[src/rtl/barret421_rr_sched.sv]
// rtl/barret421_rr_sched.sv - round-robin scheduler in front of a pipelined Barrett mod-421 reducer
// Optional counters stat_done/stat_stall are built when BARRET421_STATS_EN is defined.
module barret421_rr_sched #(
  parameter int NUM_REQ = 4,
  parameter int ID_W    = 2
) (
  input  logic                 clk,
  input  logic                 rst_n,
  input  logic [NUM_REQ-1:0]   req_valid,
  input  logic [NUM_REQ*17-1:0] req_data,
  output logic [NUM_REQ-1:0]   req_ready,
  output logic                 rsp_valid,
  output logic [8:0]           rsp_data,
  output logic [ID_W-1:0]      rsp_id,
  input  logic                 rsp_ready
`ifdef BARRET421_STATS_EN
  ,
  output logic [15:0]          stat_done,
  output logic [15:0]          stat_stall
`endif
);

  logic [ID_W-1:0] ptr_q, ptr_d;

  logic            s1_valid_q;
  logic [16:0]     s1_a_q;
  logic [ID_W-1:0] s1_id_q;

  logic            s2_valid_q;
  logic [16:0]     s2_a_q;
  logic [17:0]     s2_qh_q;
  logic [ID_W-1:0] s2_id_q;

  logic            s3_valid_q;
  logic [16:0]     s3_r0_q;
  logic [ID_W-1:0] s3_id_q;

  logic            rsp_valid_q;
  logic [8:0]      rsp_data_q;
  logic [ID_W-1:0] rsp_id_q;

  logic               stall;
  logic               found;
  logic               xfer;
  logic [NUM_REQ-1:0] rot;
  int                 gsum;
  logic [ID_W-1:0]    gidx;
  logic [16:0]        a_in;

  logic [17:0] s1_qh;
  logic [8:0]  s2_t;
  logic [16:0] s2_prod;
  logic [16:0] s2_r0;
  logic [16:0] s3_r1;
  logic [16:0] s3_r;

  assign stall = rsp_valid_q & ~rsp_ready;

  // Rotate the valid vector so that bit 0 is the requester under the pointer.
  always_comb begin
    rot   = NUM_REQ'({req_valid, req_valid} >> ptr_q);
    found = 1'b0;
    gsum  = 0;
    for (int k = 0; k < NUM_REQ; k++) begin
      if (!found && rot[k]) begin
        found = 1'b1;
        gsum  = int'(ptr_q) + k;
      end
    end
    if (gsum >= NUM_REQ) begin
      gsum = gsum - NUM_REQ;
    end
    gidx = ID_W'(gsum);
    xfer = found & ~stall & rst_n;

    req_ready = '0;
    a_in      = '0;
    for (int i = 0; i < NUM_REQ; i++) begin
      req_ready[i] = xfer && (gidx == ID_W'(i));
      if (gidx == ID_W'(i)) begin
        a_in = req_data[17*i +: 17];
      end
    end

    ptr_d = ptr_q;
    if (xfer) begin
      ptr_d = (gidx == ID_W'(NUM_REQ - 1)) ? '0 : gidx + ID_W'(1);
    end
  end

  // Quotient estimate t never exceeds floor(a/421) and undershoots by at most 2.
  always_comb begin
    s1_qh   = {10'd0, s1_a_q[16:9]} * 18'd622;
    s2_t    = 9'(s2_qh_q >> 9);
    s2_prod = {8'd0, s2_t} * 17'd421;
    s2_r0   = s2_a_q - s2_prod;
    s3_r1   = (s3_r0_q >= 17'd421) ? s3_r0_q - 17'd421 : s3_r0_q;
    s3_r    = (s3_r1 >= 17'd421) ? s3_r1 - 17'd421 : s3_r1;
  end

  always_ff @(posedge clk or negedge rst_n) begin
    if (!rst_n) begin
      ptr_q       <= '0;
      s1_valid_q  <= 1'b0;
      s1_a_q      <= '0;
      s1_id_q     <= '0;
      s2_valid_q  <= 1'b0;
      s2_a_q      <= '0;
      s2_qh_q     <= '0;
      s2_id_q     <= '0;
      s3_valid_q  <= 1'b0;
      s3_r0_q     <= '0;
      s3_id_q     <= '0;
      rsp_valid_q <= 1'b0;
      rsp_data_q  <= '0;
      rsp_id_q    <= '0;
    end else if (!stall) begin
      ptr_q       <= ptr_d;
      s1_valid_q  <= xfer;
      s1_a_q      <= a_in;
      s1_id_q     <= gidx;
      s2_valid_q  <= s1_valid_q;
      s2_a_q      <= s1_a_q;
      s2_qh_q     <= s1_qh;
      s2_id_q     <= s1_id_q;
      s3_valid_q  <= s2_valid_q;
      s3_r0_q     <= s2_r0;
      s3_id_q     <= s2_id_q;
      rsp_valid_q <= s3_valid_q;
      rsp_data_q  <= 9'(s3_r);
      rsp_id_q    <= s3_id_q;
    end
  end

  assign rsp_valid = rsp_valid_q;
  assign rsp_data  = rsp_data_q;
  assign rsp_id    = rsp_id_q;

`ifdef BARRET421_STATS_EN
  logic [15:0] stat_done_q;
  logic [15:0] stat_stall_q;

  always_ff @(posedge clk or negedge rst_n) begin
    if (!rst_n) begin
      stat_done_q  <= '0;
      stat_stall_q <= '0;
    end else begin
      if (rsp_valid_q && rsp_ready) begin
        stat_done_q <= stat_done_q + 16'd1;
      end
      if (stall) begin
        stat_stall_q <= stat_stall_q + 16'd1;
      end
    end
  end

  assign stat_done  = stat_done_q;
  assign stat_stall = stat_stall_q;
`endif

endmodule

[config.mk]
export PLATFORM = sky130hd
export DESIGN_NAME = barret421_rr_sched
export DESIGN_NICKNAME = d
export VERILOG_FILES = /design/src/rtl/barret421_rr_sched.sv
export SDC_FILE = /design/constraint.sdc
export NUM_CORES = 1
export LEC_CHECK = 0
export BUFFER_PORTS_ARGS = -buffer_cell sky130_fd_sc_hd__buf_4
export CORE_MARGIN = 2
export CORE_UTILIZATION = 44
export CTS_CLUSTER_DIAMETER = 150
export DETAILED_ROUTE_END_ITERATION = 12
export GPL_TIMING_DRIVEN = 0
export PLACE_DENSITY = 0.68
export SYNTH_ARGS = -nofsm -noshare
export SYNTH_HDL_FRONTEND = slang
export SYNTH_SLANG_ARGS = --single-unit
export TNS_END_PERCENT = 5
[constraint.sdc]
create_clock -name clk -period 10.58 [get_ports clk]
set_input_delay 2.116 -clock clk [delete_from_list [all_inputs] [get_ports clk]]
set_output_delay 2.116 -clock clk [all_outputs]
set_load 0.005 [all_outputs]
==> Word level (Yosys, flattened, before mapping) <==
Cells that the tools add are included.
{ "word_totals": {"regBits": 91, "inputBits": 75, "output_inout_bits": 16, "word_cells": 64} }
{ "classes": {"n_addsub": 8, "multipliers": 2, "order_cmp": 3, "n_eq_ne": 3, "shift": 1, "muxes": 16, "bitwise_logic": 5, "reduce_logical": 12} }
{ "ops": {"columns": ["op", "count"], "rows": [
  ["2-to-1 mux 17 bit", 5],
  ["2-to-1 mux 32 bit", 2],
  [">= comparator 17 x 9 -> 1 bit (second input constant)", 2],
  [">= comparator 32 x 4 -> 1 bit (second input constant)", 1],
  ["multiplier 8 x 9 -> 17 bit (second input constant)", 1],
  ["multiplier 9 x 9 -> 17 bit (second input constant)", 1],
  ["subtractor 17 bit", 1],
  ["subtractor 17 x 9 -> 17 bit (second input constant)", 1],
  ["2-to-1 mux 9 bit", 1],
  ["subtractor 9 bit (second input constant)", 1],
  ["right shift 8 x 2 -> 4 bit", 1],
  ["logical AND 1 bit", 7],
  ["adder 2 x 2 -> 3 bit (second input constant)", 2],
  ["2-to-1 mux 2 bit", 3],
  ["equality test 2 bit (second input constant)", 2],
  ["2-to-1 mux 1 bit", 4],
  ["adder 2 x 1 -> 3 bit (second input constant)", 1],
  ["bitwise AND 1 bit", 3],
  ["logical NOT 1 bit", 3],
  ["2-to-1 mux 3 bit", 1],
  ["adder 2 x 1 -> 2 bit (second input constant)", 1],
  ["equality test 2 x 1 -> 1 bit (second input constant)", 1],
  ["logical NOT 2 bit", 1],
  ["inverter 1 bit", 2],
  ["other kinds (2)", 2]
]} }

==> Logic depth before layout (Yosys ltp) <==
Gate-level depths: netlist of the first run.
{ "logic_depth": {"depth_word": 18, "mapped_depth": 16, "ltp_nobuf": 16} }

==> Least setup slack after synthesis of the first run <==
OpenSTA, ideal clock, no wires.
{ "synth_path": {"kind": "in2out", "startpoint": "in req_valid[2]", "endpoint": "out req_ready[1]", "arrival_time_ps": 3656, "required_time_ps": 8464, "slack_ps": 4808, "path_stages": 8, "path_buffers": 2, "path_cell_list": "mux2i_1 -> nor2_1 -> or3_1 -> inv_1 -> ha_1 -> clkbuf_1 -> clkbuf_1 -> and2_1"} }
{ "synth_rtl": {"columns": ["element", "line", "text"], "rows": [
  ["start: declaration", "9", "input logic [NUM_REQ-1:0] req_valid,"],
  ["end: declaration", "11", "output logic [NUM_REQ-1:0] req_ready,"]
]} }

==> Implementation_results.wiki, run 1 <==
{| class="wikitable"
! Metric !! Value
|-
| Hold WC Path Type || flop to flop
|-
| Summed instance area of the synthesized netlist || 7770 µm²
|-
| YS warnings || 0
|-
| Remaining antenna violation count after routing || 0
|-
| FMAX || 161 MHz
|-
| Number of flops mapped to enable cells by yosys || 0
|-
| Length of the first detailed-routing pass in iterations || 5
|-
| Mean cell area of the mapped netlist || 8.60 µm²
|-
| R2r endpoint || s3_r0_q[15]
|-
| Clock transition at the registers of the reported paths || 0.06 ns
|-
| Slowest stage cell, crit path || sky130_fd_sc_hd__or3_1
|-
| Capture point of the worst path || req_ready[1]
|-
| Unrepaired setup endpoints after global routing || no
|-
| Final setup violating endpoints || 0
|-
| Stage delay of the slowest cell on the critical path || 0.42 ns
|-
| Final hold violation count || 0
|-
| Share of the yosys chip area belonging to registers || 26.7%
|-
| Worst path arrival time || 4.11 ns
|-
| Number of sinks driven by the clock tree || 83
|-
| Outcome || finished, final reports clean
|-
| Synth top area cells || sky130_fd_sc_hd__dfrtp_1 (27%), sky130_fd_sc_hd__ha_1 (17%), sky130_fd_sc_hd__fa_1 (11%)
|-
| Final core utilization || 52.4%
|-
| Routed Wire Length || 18100 µm
|-
| Sum of net half-perimeters after detailed placement || 14600 µm
|-
| Count of unresolved DRC violations after routing || 0
|-
| CP required || 8.46 ns
|-
| Post-synthesis sequential element count || 83
|-
| Overall die area || 18700 µm²
|-
| Library cell used as clock root buffer || sky130_fd_sc_hd__clkbuf_16
|-
| Core footprint || 17300 µm²
|-
| Commonest cells in the synthesized netlist || sky130_fd_sc_hd__inv_1 (112), sky130_fd_sc_hd__ha_1 (105), sky130_fd_sc_hd__nand2_1 (102)
|-
| Crit path launch type || primary input
|-
| Routed length per placed instance || 14.7 µm
|-
| Largest net degree at the start of global routing || 85
|-
| Num CTS Buffers || 9
|-
| Final worst-path cycle share || 58.8%
|-
| CP max FO || 10
|-
| Initial cell density of the core || 44.9%
|-
| Max-cap violation count || 0
|-
| Number of vias per cell || 5.27
|-
| Gate Count Post-Synth || 904
|-
| Global-route wire length before repair || 31000 µm
|-
| Startpoint of the lowest-slack register-to-register path || s2_qh_q[10]
|-
| Final Max Slew Viols || 0
|-
| Cell type contributing the most total cell area after synthesis || sky130_fd_sc_hd__dfrtp_1
|-
| Share of flip-flops with an asynchronous set or reset || 100%
|-
| CTS tree || yes
|-
| Number of buffers added to fix hold violations after cts || 0
|-
| CTS H-Tree Depth || 3
|-
| Shortest clock period the worst path allows after layout || 6.22 ns
|-
| Ys flop type || sky130_fd_sc_hd__dfrtp_1
|-
| IO Pins || 91
|-
| Via count of the first global-routing pass || 6443
|-
| Slew at the pin with the worst max-slew slack || 1.04 ns
|-
| Min Hold Slack || 0.456 ns
|-
| Setup skew after layout || 0.0116 ns
|-
| Share of post-route cells with drive strength above 1 || 13.2%
|-
| Area grow syn2layout || 16.7%
|-
| Port buffer count || 90
|-
| Number of nets in the layout || 1228
|-
| Synth cell types || 63
|-
| Via count of the routed design || 6513
|-
| Global-route congestion overflow total || 0
|-
| Cells resized by post-CTS repair || 0
|-
| Total GRT Usage || 21.0%
|-
| Reg-to-reg setup timing slack || 5.85 ns
|-
| Critical path launch point || req_valid[2]
|-
| Worst Reg2Reg Path Length in Cells || 16
|-
| Clock latency at the later pin of the worst-skew pair || 0.36 ns
|-
| Cell with the most instances after synthesis || sky130_fd_sc_hd__inv_1
|-
| Vertical die dimension || 137 µm
|-
| Horiz. Die Dim || 137 µm
|-
| Number of antenna violations at the first check in global routing || 0
|-
| Detailed Route Iter0 Violations || 382
|-
| Diode insertion count for antenna repair || 0
|-
| Critical path endpoint category || primary output
|-
| Final estimated routing congestion in global placement || 0.899
|-
| Post-synth top area share || 26.7%
|-
| Number of setup buffers added after CTS || 0
|-
| Max-slew headroom at the worst pin || 30.7%
|-
| Post-Route Setup TNS || 0 ns
|-
| Crit path cell chain || buf_4 > mux2i_1 > nor2_1 > or3_1 > inv_1 > ha_1 > clkbuf_1 > clkbuf_1 > and2_1 > buf_4
|-
| Maximum count of clock buffers along a single path || 2
|-
| Number of rows in the core area || 48
|-
| Category of the critical setup timing path || primary input to primary output
|-
| Mapped Nets || 1127
|}
[critical path, delay by kind of cell]
kind                       cells  cell delay (ns)
and+or+nand+nor                3             0.66
buffers and inverters          5             1.03
muxes                          1             0.12
adders and majority gates      1             0.17
[state kept, by name, summed over array words and instances, names as in the netlist]
register    flops
s2_qh_q         9
ptr_q           2
s3_valid_q      1
rsp_data        9
s2_a_q         17
s1_id_q         2
rsp_id          2
rsp_valid       1
s1_a_q         17
s2_valid_q      1
s3_id_q         2
s2_id_q         2
s3_r0_q        17
s1_valid_q      1
[metal layers]
metal	vias to the layer above	track usage [%]	wire length [µm]
met2	157	36.3	8720
li1	3271	-	-
met4	0	5.78	245
met1	3068	27.9	8480
met5	-	0	0
met3	17	2.37	699
[worst min path at each step]
stage	startpoint	to	slack, ns	cells after the start
after global placement	s3_valid_q	rsp_valid	0.44	1
after floorplan	s3_valid_q	s3_valid_q	0.43	2
after global routing	s1_id_q[0]	s2_id_q[0]	0.49	2
after CTS	s3_valid_q	s3_valid_q	0.46	2
after detailed placement	s3_valid_q	s3_valid_q	0.45	2
final	s3_valid_q	s3_valid_q	0.46	2
[stage by stage]
step                cell area (µm²)  std cells  worst slack [ns]
CTS                            9070       1235              4.33
global placement               8730       1219              4.36
global route                   9070       1235              4.11
finish                         9070       1235              4.36
detailed placement             8730       1219              4.33
floorplan                      7770        904              4.81
[cell families after synthesis]
logic type,count (synthesis),synth area share [%]
AO/OA/AOI/OAI,208,16.4
XOR/XNOR,37,4.17
adder cells (fa/ha/maj),148,28.0
buffers and inverters,151,7.74
flip-flops,83,26.7
multiplexers,6,0.805
AND/OR/NAND/NOR,271,16.2
[placed cells by master, fill, tap and decap left out, types with 23 or more instances in the layout]
| master | instances |
|---|---|
| sky130_fd_sc_hd__a21oi_1 | 81 |
| sky130_fd_sc_hd__buf_4 | 92 |
| sky130_fd_sc_hd__clkbuf_1 | 27 |
| sky130_fd_sc_hd__dfrtp_1 | 83 |
| sky130_fd_sc_hd__fa_1 | 43 |
| sky130_fd_sc_hd__ha_1 | 105 |
| sky130_fd_sc_hd__inv_1 | 112 |
| sky130_fd_sc_hd__nand2_1 | 102 |
| sky130_fd_sc_hd__nor2_1 | 77 |
| sky130_fd_sc_hd__o21ai_0 | 43 |
| sky130_fd_sc_hd__xnor2_1 | 23 |
[area by class of cell]
class / instances / area, µm²
Buffer: 39 / 181
Fill cell: 1669 / 8230
Multi-Input combinational cell: 670 / 5090
Timing Repair Buffer: 90 / 676
Sequential cell: 83 / 2080
Tap cell: 225 / 282
Inverter: 112 / 420
Clock inverter: 6 / 113
Clock buffer: 10 / 229
Power of run 1 is left out: the tool's default activity adds up to more than one toggle a clock period on the data nets, which glitch-free logic cannot reach.
==> run 2, diff against run 1 <==
--- a/config.mk
+++ b/config.mk
@@ -11,7 +11,7 @@
 export CTS_CLUSTER_DIAMETER = 150
 export DETAILED_ROUTE_END_ITERATION = 12
 export GPL_TIMING_DRIVEN = 0
-export PLACE_DENSITY = 0.68
+export PLACE_DENSITY = 0.7
 export SYNTH_ARGS = -nofsm -noshare
 export SYNTH_HDL_FRONTEND = slang
 export SYNTH_SLANG_ARGS = --single-unit
==> constraint.sdc (replaced) <==
create_clock -name clk -period 5.4 [get_ports clk]
set_input_delay 1.08 -clock clk [delete_from_list [all_inputs] [get_ports clk]]
set_output_delay 1.08 -clock clk [all_outputs]
set_load 0.005 [all_outputs]
==> run 2 against run 1 <==
  * Die area did not move
  * Largest cell class unchanged
  * First-iteration DRC count rose by 11%
  * Highest routed layer unchanged
  * Critical path type is now flop to flop
  * Critical path depth up 6
  * Worst hold slack better by 0.0018 ns
  * Final cell count stayed put
==> Implementation_results.wiki, run 2 (synthesis results as in run 1) <==
{| class="wikitable"
! Metric !! Value
|-
| Outcome || finished, final reports clean (unchanged)
|-
| Final hold violation count || 0 (unchanged)
|-
| Number of vias per cell || 5.28 (was 5.27)
|-
| Total GRT Usage || 20.6% (was 21.0%)
|-
| Via count of the first global-routing pass || 6277 (was 6443)
|-
| CP max FO || 7 (was 10)
|-
| Diode insertion count for antenna repair || 0 (unchanged)
|-
| Worst path arrival time || 5.02 ns (was 4.11 ns)
|-
| Most common cell after layout, fill and taps aside || sky130_fd_sc_hd__inv_1 (unchanged)
|-
| Share of post-route cells with drive strength above 1 || 13.2% (unchanged)
|-
| Vertical die dimension || 137 µm (unchanged)
|-
| Fill cell instance count of the final layout || 1645 (was 1669)
|-
| CP required || 5.66 ns (was 8.46 ns)
|-
| Critical path endpoint category || flop (was primary output)
|-
| CTS H-Tree Depth || 3 (unchanged)
|-
| Final worst-path cycle share || 88.2%
|-
| Critical path launch point || s2_qh_q[10] (was req_valid[2])
|-
| Number of antenna violations at the first check in global routing || 0 (unchanged)
|-
| Post-Route Setup TNS || 0 ns (unchanged)
|-
| Setup skew after layout || 0.0100 ns (was 0.0116 ns)
|-
| CTS tree || yes (unchanged)
|-
| Top library cells by usage in the layout, fill and taps aside || sky130_fd_sc_hd__inv_1 (112), sky130_fd_sc_hd__ha_1 (105), sky130_fd_sc_hd__nand2_1 (102), sky130_fd_sc_hd__buf_4 (92), sky130_fd_sc_hd__dfrtp_1 (83) (unchanged)
|-
| Overall die area || 18700 µm² (unchanged)
|-
| Maximum count of clock buffers along a single path || 2 (unchanged)
|-
| Worst Reg2Reg Path Length in Cells || 16 (unchanged)
|-
| Max-cap violation count || 0 (unchanged)
|-
| Top flop regs || s1_a_q (17), s2_a_q (17), s3_r0_q (17) (unchanged)
|-
| Sum of net half-perimeters after detailed placement || 14500 µm (was 14600 µm)
|-
| Final Max Slew Viols || 0 (unchanged)
|-
| R2r endpoint || s3_r0_q[15] (unchanged)
|-
| Area of the multi-input gates || 5090 µm² (unchanged)
|-
| Clock latency at the later pin of the worst-skew pair || 0.35 ns (was 0.36 ns)
|-
| Remaining antenna violation count after routing || 0 (unchanged)
|-
| Length of the first detailed-routing pass in iterations || 5 (unchanged)
|-
| Startpoint of the lowest-slack register-to-register path || s2_qh_q[10] (unchanged)
|-
| Min Hold Slack || 0.458 ns (was 0.456 ns)
|-
| Number of setup buffers added after CTS || 0 (unchanged)
|-
| Clock transition at the registers of the reported paths || 0.07 ns (was 0.06 ns)
|-
| Routed Wire Length || 17900 µm (was 18100 µm)
|-
| Category of the critical setup timing path || flop to flop (was primary input to primary output)
|-
| Shortest clock period the worst path allows after layout || 4.76 ns
|-
| Global-route congestion overflow total || 0 (unchanged)
|-
| Post-placement worst setup slack || 0.647 ns (was 4.33 ns)
|-
| Cells resized by post-CTS repair || 0 (unchanged)
|-
| Final setup violating endpoints || 0 (unchanged)
|-
| Number of nets in the layout || 1228 (unchanged)
|-
| Number of buffers added to fix hold violations after cts || 0 (unchanged)
|-
| Horiz. Die Dim || 137 µm (unchanged)
|-
| Via count of the routed design || 6515 (was 6513)
|-
| Number of rows in the core area || 48 (unchanged)
|-
| IO Pins || 91 (unchanged)
|-
| Crit path launch type || flop (was primary input)
|-
| Number of sinks driven by the clock tree || 83 (unchanged)
|-
| Count of unresolved DRC violations after routing || 0 (unchanged)
|-
| Hold WC Path Type || flop to flop (unchanged)
|-
| Initial cell density of the core || 44.9% (unchanged)
|-
| Max-slew headroom at the worst pin || 30.4% (was 30.7%)
|-
| Unrepaired setup endpoints after global routing || no (unchanged)
|-
| Register Area || 2080 µm² (unchanged)
|-
| Capture point of the worst path || s3_r0_q[15] (was req_ready[1])
|-
| Library cell used as clock root buffer || sky130_fd_sc_hd__clkbuf_16 (unchanged)
|-
| Core footprint || 17300 µm² (unchanged)
|-
| Detailed Route Iter0 Violations || 423 (was 382)
|-
| Slew at the pin with the worst max-slew slack || 1.04 ns (about the same)
|-
| Port buffer count || 90 (unchanged)
|-
| Global-route wire length before repair || 30500 µm (was 31000 µm)
|-
| Final estimated routing congestion in global placement || 0.881 (was 0.899)
|-
| Minimum setup slack in the final design || 0.637 ns (was 4.36 ns)
|-
| FMAX || 210 MHz
|-
| Reg-to-reg setup timing slack || 0.64 ns (was 5.85 ns)
|-
| Largest net degree at the start of global routing || 85 (unchanged)
|-
| Area grow syn2layout || 16.2% (was 16.7%)
|-
| Routed length per placed instance || 14.5 µm (was 14.7 µm)
|-
| Num CTS Buffers || 9 (unchanged)
|}
[run 2: cell types whose count changed in the layout (fill, tap and decap cells not counted)]
cell and delta:
sky130_fd_sc_hd__inv_8 +1, sky130_fd_sc_hd__clkinv_2 -1, sky130_fd_sc_hd__bufinv_16 -2, sky130_fd_sc_hd__inv_6 -1, sky130_fd_sc_hd__clkinvlp_4 +1, sky130_fd_sc_hd__clkinv_4 +2
[run 2: final cells by class]
type | count | area share, %
Clock buffer | 10 | 2.53
Multi-Input combinational cell | 670 | 56.4
Tap cell | 225 | 3.12
Timing Repair Buffer | 90 | 7.48
Inverter | 112 | 4.65
Sequential cell | 83 | 23.0
Buffer | 39 | 2.01
Clock inverter | 6 | 0.831
[run 2: how the worst min path moves through the flow]
stage / startpoint / to / slack (ns) / depth (start not counted)
after floorplan: s3_valid_q / s3_valid_q / 0.43 / 2
final: s3_valid_q / s3_valid_q / 0.46 / 2
after global placement: s3_valid_q / rsp_valid / 0.44 / 1
after global routing: s3_valid_q / rsp_valid / 0.49 / 1
after CTS: s3_valid_q / rsp_valid / 0.47 / 1
after detailed placement: s3_valid_q / rsp_valid / 0.45 / 1
[run 2: through the flow]
step | instances | utilization, % | cell area (µm²)
6_report | 1235 | 52.2 | 9030
4_1_cts | 1235 | 52.2 | 9030
3_3_place_gp | 1219 | 50.5 | 8730
3_5_place_dp | 1219 | 50.5 | 8730
5_1_grt | 1235 | 52.2 | 9030
2_1_floorplan | 904 | - | 7770
[run 2: critical path, cell delays in order, from the launching register on]
cell and delay [ns]:
sky130_fd_sc_hd__dfrtp_1 0.50, sky130_fd_sc_hd__ha_1 0.37, sky130_fd_sc_hd__fa_1 0.51, sky130_fd_sc_hd__inv_1 0.06
sky130_fd_sc_hd__fa_1 0.53, sky130_fd_sc_hd__inv_1 0.05, sky130_fd_sc_hd__fa_1 0.49, sky130_fd_sc_hd__fa_1 0.51
sky130_fd_sc_hd__inv_1 0.04, sky130_fd_sc_hd__ha_1 0.36, sky130_fd_sc_hd__or2_2 0.31, sky130_fd_sc_hd__a21oi_1 0.16
sky130_fd_sc_hd__a31oi_1 0.09, sky130_fd_sc_hd__a31o_2 0.30, sky130_fd_sc_hd__a21oi_1 0.18, sky130_fd_sc_hd__nand4b_1 0.11
sky130_fd_sc_hd__o211ai_1 0.11
[run 2: per-layer routing]
metal / up-vias / global-route usage [%] / wire [µm]
met5: - / 0 / 0
met4: 0 / 6.47 / 285
met3: 18 / 3.19 / 947
met2: 182 / 34.3 / 8600
met1: 3036 / 27.7 / 8070
li1: 3279 / - / -
Power of run 2 is left out for the same reason.
==> run 3, diff against run 2 <==
--- a/config.mk
+++ b/config.mk
@@ -5,6 +5,7 @@
 export SDC_FILE = /design/constraint.sdc
 export NUM_CORES = 1
 export LEC_CHECK = 0
+export ABC_AREA = 1
 export BUFFER_PORTS_ARGS = -buffer_cell sky130_fd_sc_hd__buf_4
 export CORE_MARGIN = 2
 export CORE_UTILIZATION = 44
==> constraint.sdc (replaced) <==
create_clock -name clk -period 4.2 [get_ports clk]
set_input_delay 0.84 -clock clk [delete_from_list [all_inputs] [get_ports clk]]
set_output_delay 0.84 -clock clk [all_outputs]
set_load 0.005 [all_outputs]
==> run 3 against run 2 <==
  * The flow now finishes with violations (setup timing)
  * Register-to-register slack lost 0.68 ns
  * Non-clock buffer count is 4 lower
  * Die area increased by 6.1%
  * Wire length up 11%
  * Final area up 8.2%
  * Highest routed layer unchanged
==> Implementation_results.wiki, run 3 <==
{| class="wikitable"
! Metric !! Value
|-
| Final worst-path cycle share || 101% (was 88.2%)
|-
| Hold depth || 2 (unchanged)
|-
| Initial cell density of the core || 44.5% (was 44.9%)
|-
| Library cell used as clock root buffer || sky130_fd_sc_hd__clkbuf_16 (unchanged)
|-
| Top library cells by usage in the layout, fill and taps aside || sky130_fd_sc_hd__nand2_1 (250), sky130_fd_sc_hd__inv_1 (160), sky130_fd_sc_hd__buf_4 (100), sky130_fd_sc_hd__ha_1 (95), sky130_fd_sc_hd__dfrtp_1 (76) (was sky130_fd_sc_hd__inv_1 (112), sky130_fd_sc_hd__ha_1 (105), sky130_fd_sc_hd__nand2_1 (102), sky130_fd_sc_hd__buf_4 (92), sky130_fd_sc_hd__dfrtp_1 (83))
|-
| Via count of the routed design || 7246 (was 6515)
|-
| Largest net degree at the start of global routing || 85 (unchanged)
|-
| Category of the critical setup timing path || flop to flop (unchanged)
|-
| Number of vias per cell || 5.15 (was 5.28)
|-
| Synth cell types || 47 (was 63)
|-
| Final Max Slew Viols || 0 (unchanged)
|-
| Count of cell instances traversed by the critical path || 18 (was 16)
|-
| Detailed Route Iter0 Violations || 302 (was 423)
|-
| Combinational family with the most area after synthesis || adder cells (unchanged)
|-
| Slowest stage cell, crit path || sky130_fd_sc_hd__fa_1 (unchanged)
|-
| Routed length per placed instance || 14.1 µm (was 14.5 µm)
|-
| Number of antenna violations at the first check in global routing || 0 (unchanged)
|-
| YS warnings || 0 (unchanged)
|-
| Overall die area || 19900 µm² (was 18700 µm²)
|-
| Final hold violation count || 0 (unchanged)
|-
| Cell type contributing the most total cell area after synthesis || sky130_fd_sc_hd__dfrtp_1 (unchanged)
|-
| Global-route wire length before repair || 34000 µm (was 30500 µm)
|-
| Share of the yosys chip area belonging to registers || 25.1% (was 26.7%)
|-
| Count of unresolved DRC violations after routing || 0 (unchanged)
|-
| Multiplexer share of the synthesized area || 0.136% (was 0.805%)
|-
| FMAX || 236 MHz (was 210 MHz)
|-
| Instance area at placement || 9260 µm² (was 8730 µm²)
|-
| Slew at the pin with the worst max-slew slack || 1.06 ns (was 1.04 ns)
|-
| Post-synth top area share || 25.1% (was 26.7%)
|-
| Total GRT Usage || 21.1% (was 20.6%)
|-
| Synthesized-area fraction occupied by and/or/nand/nor cells || 22.8% (was 16.2%)
|-
| Hold WC Path Type || flop to flop (unchanged)
|-
| Worst Reg2Reg Path Length in Cells || 18 (was 16)
|-
| Final setup violating endpoints || 2 (was 0)
|-
| Critical path endpoint category || flop (unchanged)
|-
| Outcome || finished with violations (was finished, final reports clean)
|-
| Mean cell area of the mapped netlist || 7.77 µm² (was 8.60 µm²)
|-
| Startpoint of the lowest-slack register-to-register path || s2_qh_q[10] (unchanged)
|-
| Share of post-route cells with drive strength above 1 || 18.1% (was 13.2%)
|-
| Top flop regs || s1_a_q (17), s2_a_q (17), s3_r0_q (17) (unchanged)
|-
| Port buffer count || 90 (unchanged)
|-
| R2r endpoint || s3_r0_q[14] (was s3_r0_q[15])
|-
| Num CTS Buffers || 9 (unchanged)
|-
| Cell class contributing the biggest share of worst-path delay || adder cells (unchanged)
|-
| Area share of fa/ha/maj cells after synthesis || 26.3% (was 28.0%)
|-
| Remaining antenna violation count after routing || 0 (unchanged)
|-
| Gate Count Post-Synth || 1063 (was 904)
|-
| Final estimated routing congestion in global placement || 0.847 (was 0.881)
|-
| Minimum setup slack in the final design || -0.0401 ns (was 0.637 ns)
|-
| Via count of the first global-routing pass || 7126 (was 6277)
|-
| Reg-to-reg setup timing slack || -0.04 ns (was 0.64 ns)
|-
| Fill cell instance count of the final layout || 1734 (was 1645)
|-
| Cell count after placement || 1387 (was 1219)
|-
| Total non-filler cell area in the finished layout || 9770 µm² (was 9030 µm²)
|-
| Sum of buffers and inverters on the critical path || 4 (was 3)
|-
| Global-route congestion overflow total || 0 (unchanged)
|-
| Synthesized-area fraction occupied by xor and xnor cells || 2.65% (was 4.17%)
|-
| Commonest cells in the synthesized netlist || sky130_fd_sc_hd__nand2_1 (256), sky130_fd_sc_hd__inv_1 (164), sky130_fd_sc_hd__ha_1 (105) (was sky130_fd_sc_hd__inv_1 (112), sky130_fd_sc_hd__ha_1 (105), sky130_fd_sc_hd__nand2_1 (102))
|-
| Diode insertion count for antenna repair || 0 (unchanged)
|-
| Post-synthesis sequential element count || 83 (unchanged)
|-
| Clock latency at the later pin of the worst-skew pair || 0.35 ns (about the same)
|-
| CP required || 4.40 ns (was 5.66 ns)
|-
| Number of rows in the core area || 50 (was 48)
|-
| Setup skew after layout || 0.00865 ns (was 0.0100 ns)
|-
| Post-placement worst setup slack || -0.572 ns (was 0.647 ns)
|-
| Share of flip-flops with an asynchronous set or reset || 100% (unchanged)
|-
| Most common cell after layout, fill and taps aside || sky130_fd_sc_hd__nand2_1 (was sky130_fd_sc_hd__inv_1)
|-
| Mapped Nets || 1286 (was 1127)
|-
| Sum of net half-perimeters after detailed placement || 16200 µm (was 14500 µm)
|-
| Stage delay of the slowest cell on the critical path || 0.53 ns (about the same)
|-
| Shortest clock period the worst path allows after layout || 4.24 ns (was 4.76 ns)
|-
| Core footprint || 18600 µm² (was 17300 µm²)
|-
| IO Pins || 91 (unchanged)
|-
| Length of the first detailed-routing pass in iterations || 5 (unchanged)
|-
| Cell with the most instances after synthesis || sky130_fd_sc_hd__nand2_1 (was sky130_fd_sc_hd__inv_1)
|-
| Failing checks || setup timing
|-
| Synth top area cells || sky130_fd_sc_hd__dfrtp_1 (25%), sky130_fd_sc_hd__ha_1 (16%), sky130_fd_sc_hd__nand2_1 (12%) (was sky130_fd_sc_hd__dfrtp_1 (27%), sky130_fd_sc_hd__ha_1 (17%), sky130_fd_sc_hd__fa_1 (11%))
|-
| Routed Wire Length || 19900 µm (was 17900 µm)
|-
| Layout Cells excl Fill || 1407 (was 1235)
|-
| Clock transition at the registers of the reported paths || 0.06 ns (was 0.07 ns)
|-
| Vertical die dimension || 141 µm (was 137 µm)
|-
| CTS tree || yes (unchanged)
|-
| Horiz. Die Dim || 141 µm (was 137 µm)
|-
| Max-cap violation count || 0 (unchanged)
|-
| Max-slew headroom at the worst pin || 29.6% (was 30.4%)
|-
| Number of flops mapped to enable cells by yosys || 0 (unchanged)
|-
| Summed instance area of the synthesized netlist || 8260 µm² (was 7770 µm²)
|-
| Unrepaired setup endpoints after global routing || yes (was no)
|-
| Share of the synthesized area in compound gates (AO/OA/AOI/OAI) || 13.3% (was 16.4%)
|-
| Startpoint of the most critical hold path || s3_valid_q (unchanged)
|-
| Number of nets in the layout || 1391 (was 1228)
|-
| CTS H-Tree Depth || 3 (unchanged)
|-
| Area grow syn2layout || 18.3% (was 16.2%)
|-
| CP max FO || 4 (was 7)
|-
| Worst path arrival time || 4.44 ns (was 5.02 ns)
|-
| Maximum count of clock buffers along a single path || 2 (unchanged)
|-
| Crit path cell chain || ha_4 > fa_1 > inv_2 > fa_1 > inv_1 > fa_1 > fa_1 > inv_2 > ha_4 > nand2_4 > nor2_4 > nand3_2 > o2111ai_4 > buf_4 > a21o_1 > o21ai_0 > a21oi_1 > a21oi_1 (was ha_1 > fa_1 > inv_1 > fa_1 > inv_1 > fa_1 > fa_1 > inv_1 > ha_1 > or2_2 > a21oi_1 > a31oi_1 > a31o_2 > a21oi_1 > nand4b_1 > o211ai_1)
|-
| End of the worst hold path || rsp_valid (was s3_valid_q)
|-
| Number of sinks driven by the clock tree || 83 (unchanged)
|-
| Crit path launch type || flop (unchanged)
|-
| Critical path's most frequent cell || sky130_fd_sc_hd__fa_1 (unchanged)
|-
| Ys flop type || sky130_fd_sc_hd__dfrtp_1 (unchanged)
|}
run 3: cell count changes in the layout (fill, tap and decap cells not counted), sizes merged, moves of 13 or more:
cell	before	now
inv	113	175
nand3	18	51
nor3	22	3
xnor2	23	10
a21oi	81	59
nand4	3	24
a221o	0	17
nand2	102	265
o21ai	45	61
o211ai	5	19
run 3: worst max path at each step:
stage | start | endpoint | slack, ns
after floorplan | s2_qh_q[12] | s3_r0_q[16] | 0.04
after global placement | req_valid[0] | req_ready[3] | -0.51
after detailed placement | req_valid[0] | req_ready[3] | -0.57
after CTS | s2_qh_q[10] | s3_r0_q[16] | -0.05
after global routing | s2_qh_q[10] | s3_r0_q[16] | -0.21
final | s2_qh_q[10] | s3_r0_q[14] | -0.04
run 3: layout make-up:
cell class	instances	area [µm²]	area share (%)
Inverter	174	658	6.73
Clock inverter	5	36.3	0.371
Buffer	27	136	1.40
Tap cell	234	293	3.00
Clock buffer	11	243	2.48
Timing Repair Buffer	98	736	7.53
Sequential cell	83	2090	21.3
Multi-Input combinational cell	775	5590	57.2
run 3: repair_timing:
item                       CTS  global route
setup buffers                7             1
hold buffers                 0             0
gates resized for setup     24            31
pin swaps                    9             7
setup endpoints to repair   12            15
cloned                       0             0
run 3: cells by family (layout without fill, tap and decap cells):
kind of cell | after synthesis | count (layout)
flip-flops | 83 | 83
AO/OA/AOI/OAI | 177 | 177
multiplexers | 1 | 1
buffers and inverters | 205 | 315
XOR/XNOR | 25 | 25
adder cells (fa/ha/maj) | 148 | 148
AND/OR/NAND/NOR | 424 | 424
run 3: through the flow:
step	TNS [ns]	util (%)	hold WS (ns)
final	-0.0540	52.6	0.451
after global routing	-0.652	52.6	0.494
after CTS	-0.0988	52.0	0.454
after detailed placement	-2.62	49.8	0.438
after global placement	-1.77	49.8	0.442
after floorplan	0	-	0.420
run 3: tightest hold or removal path, delay by kind of cell, from the launching register on:
family                 cells  cell delay, ns
DFF                        1            0.32
buffers and inverters      1            0.05
and+or+nand+nor            1            0.05
run 3: metal layers:
metal  part of all wire (%)  track usage, %
met1                     44            26.9
met2                     49            37.2
met3                    4.4            4.01
met4                    1.7            5.00
met5                      0               0
Power of run 3 is left out for the same reason.
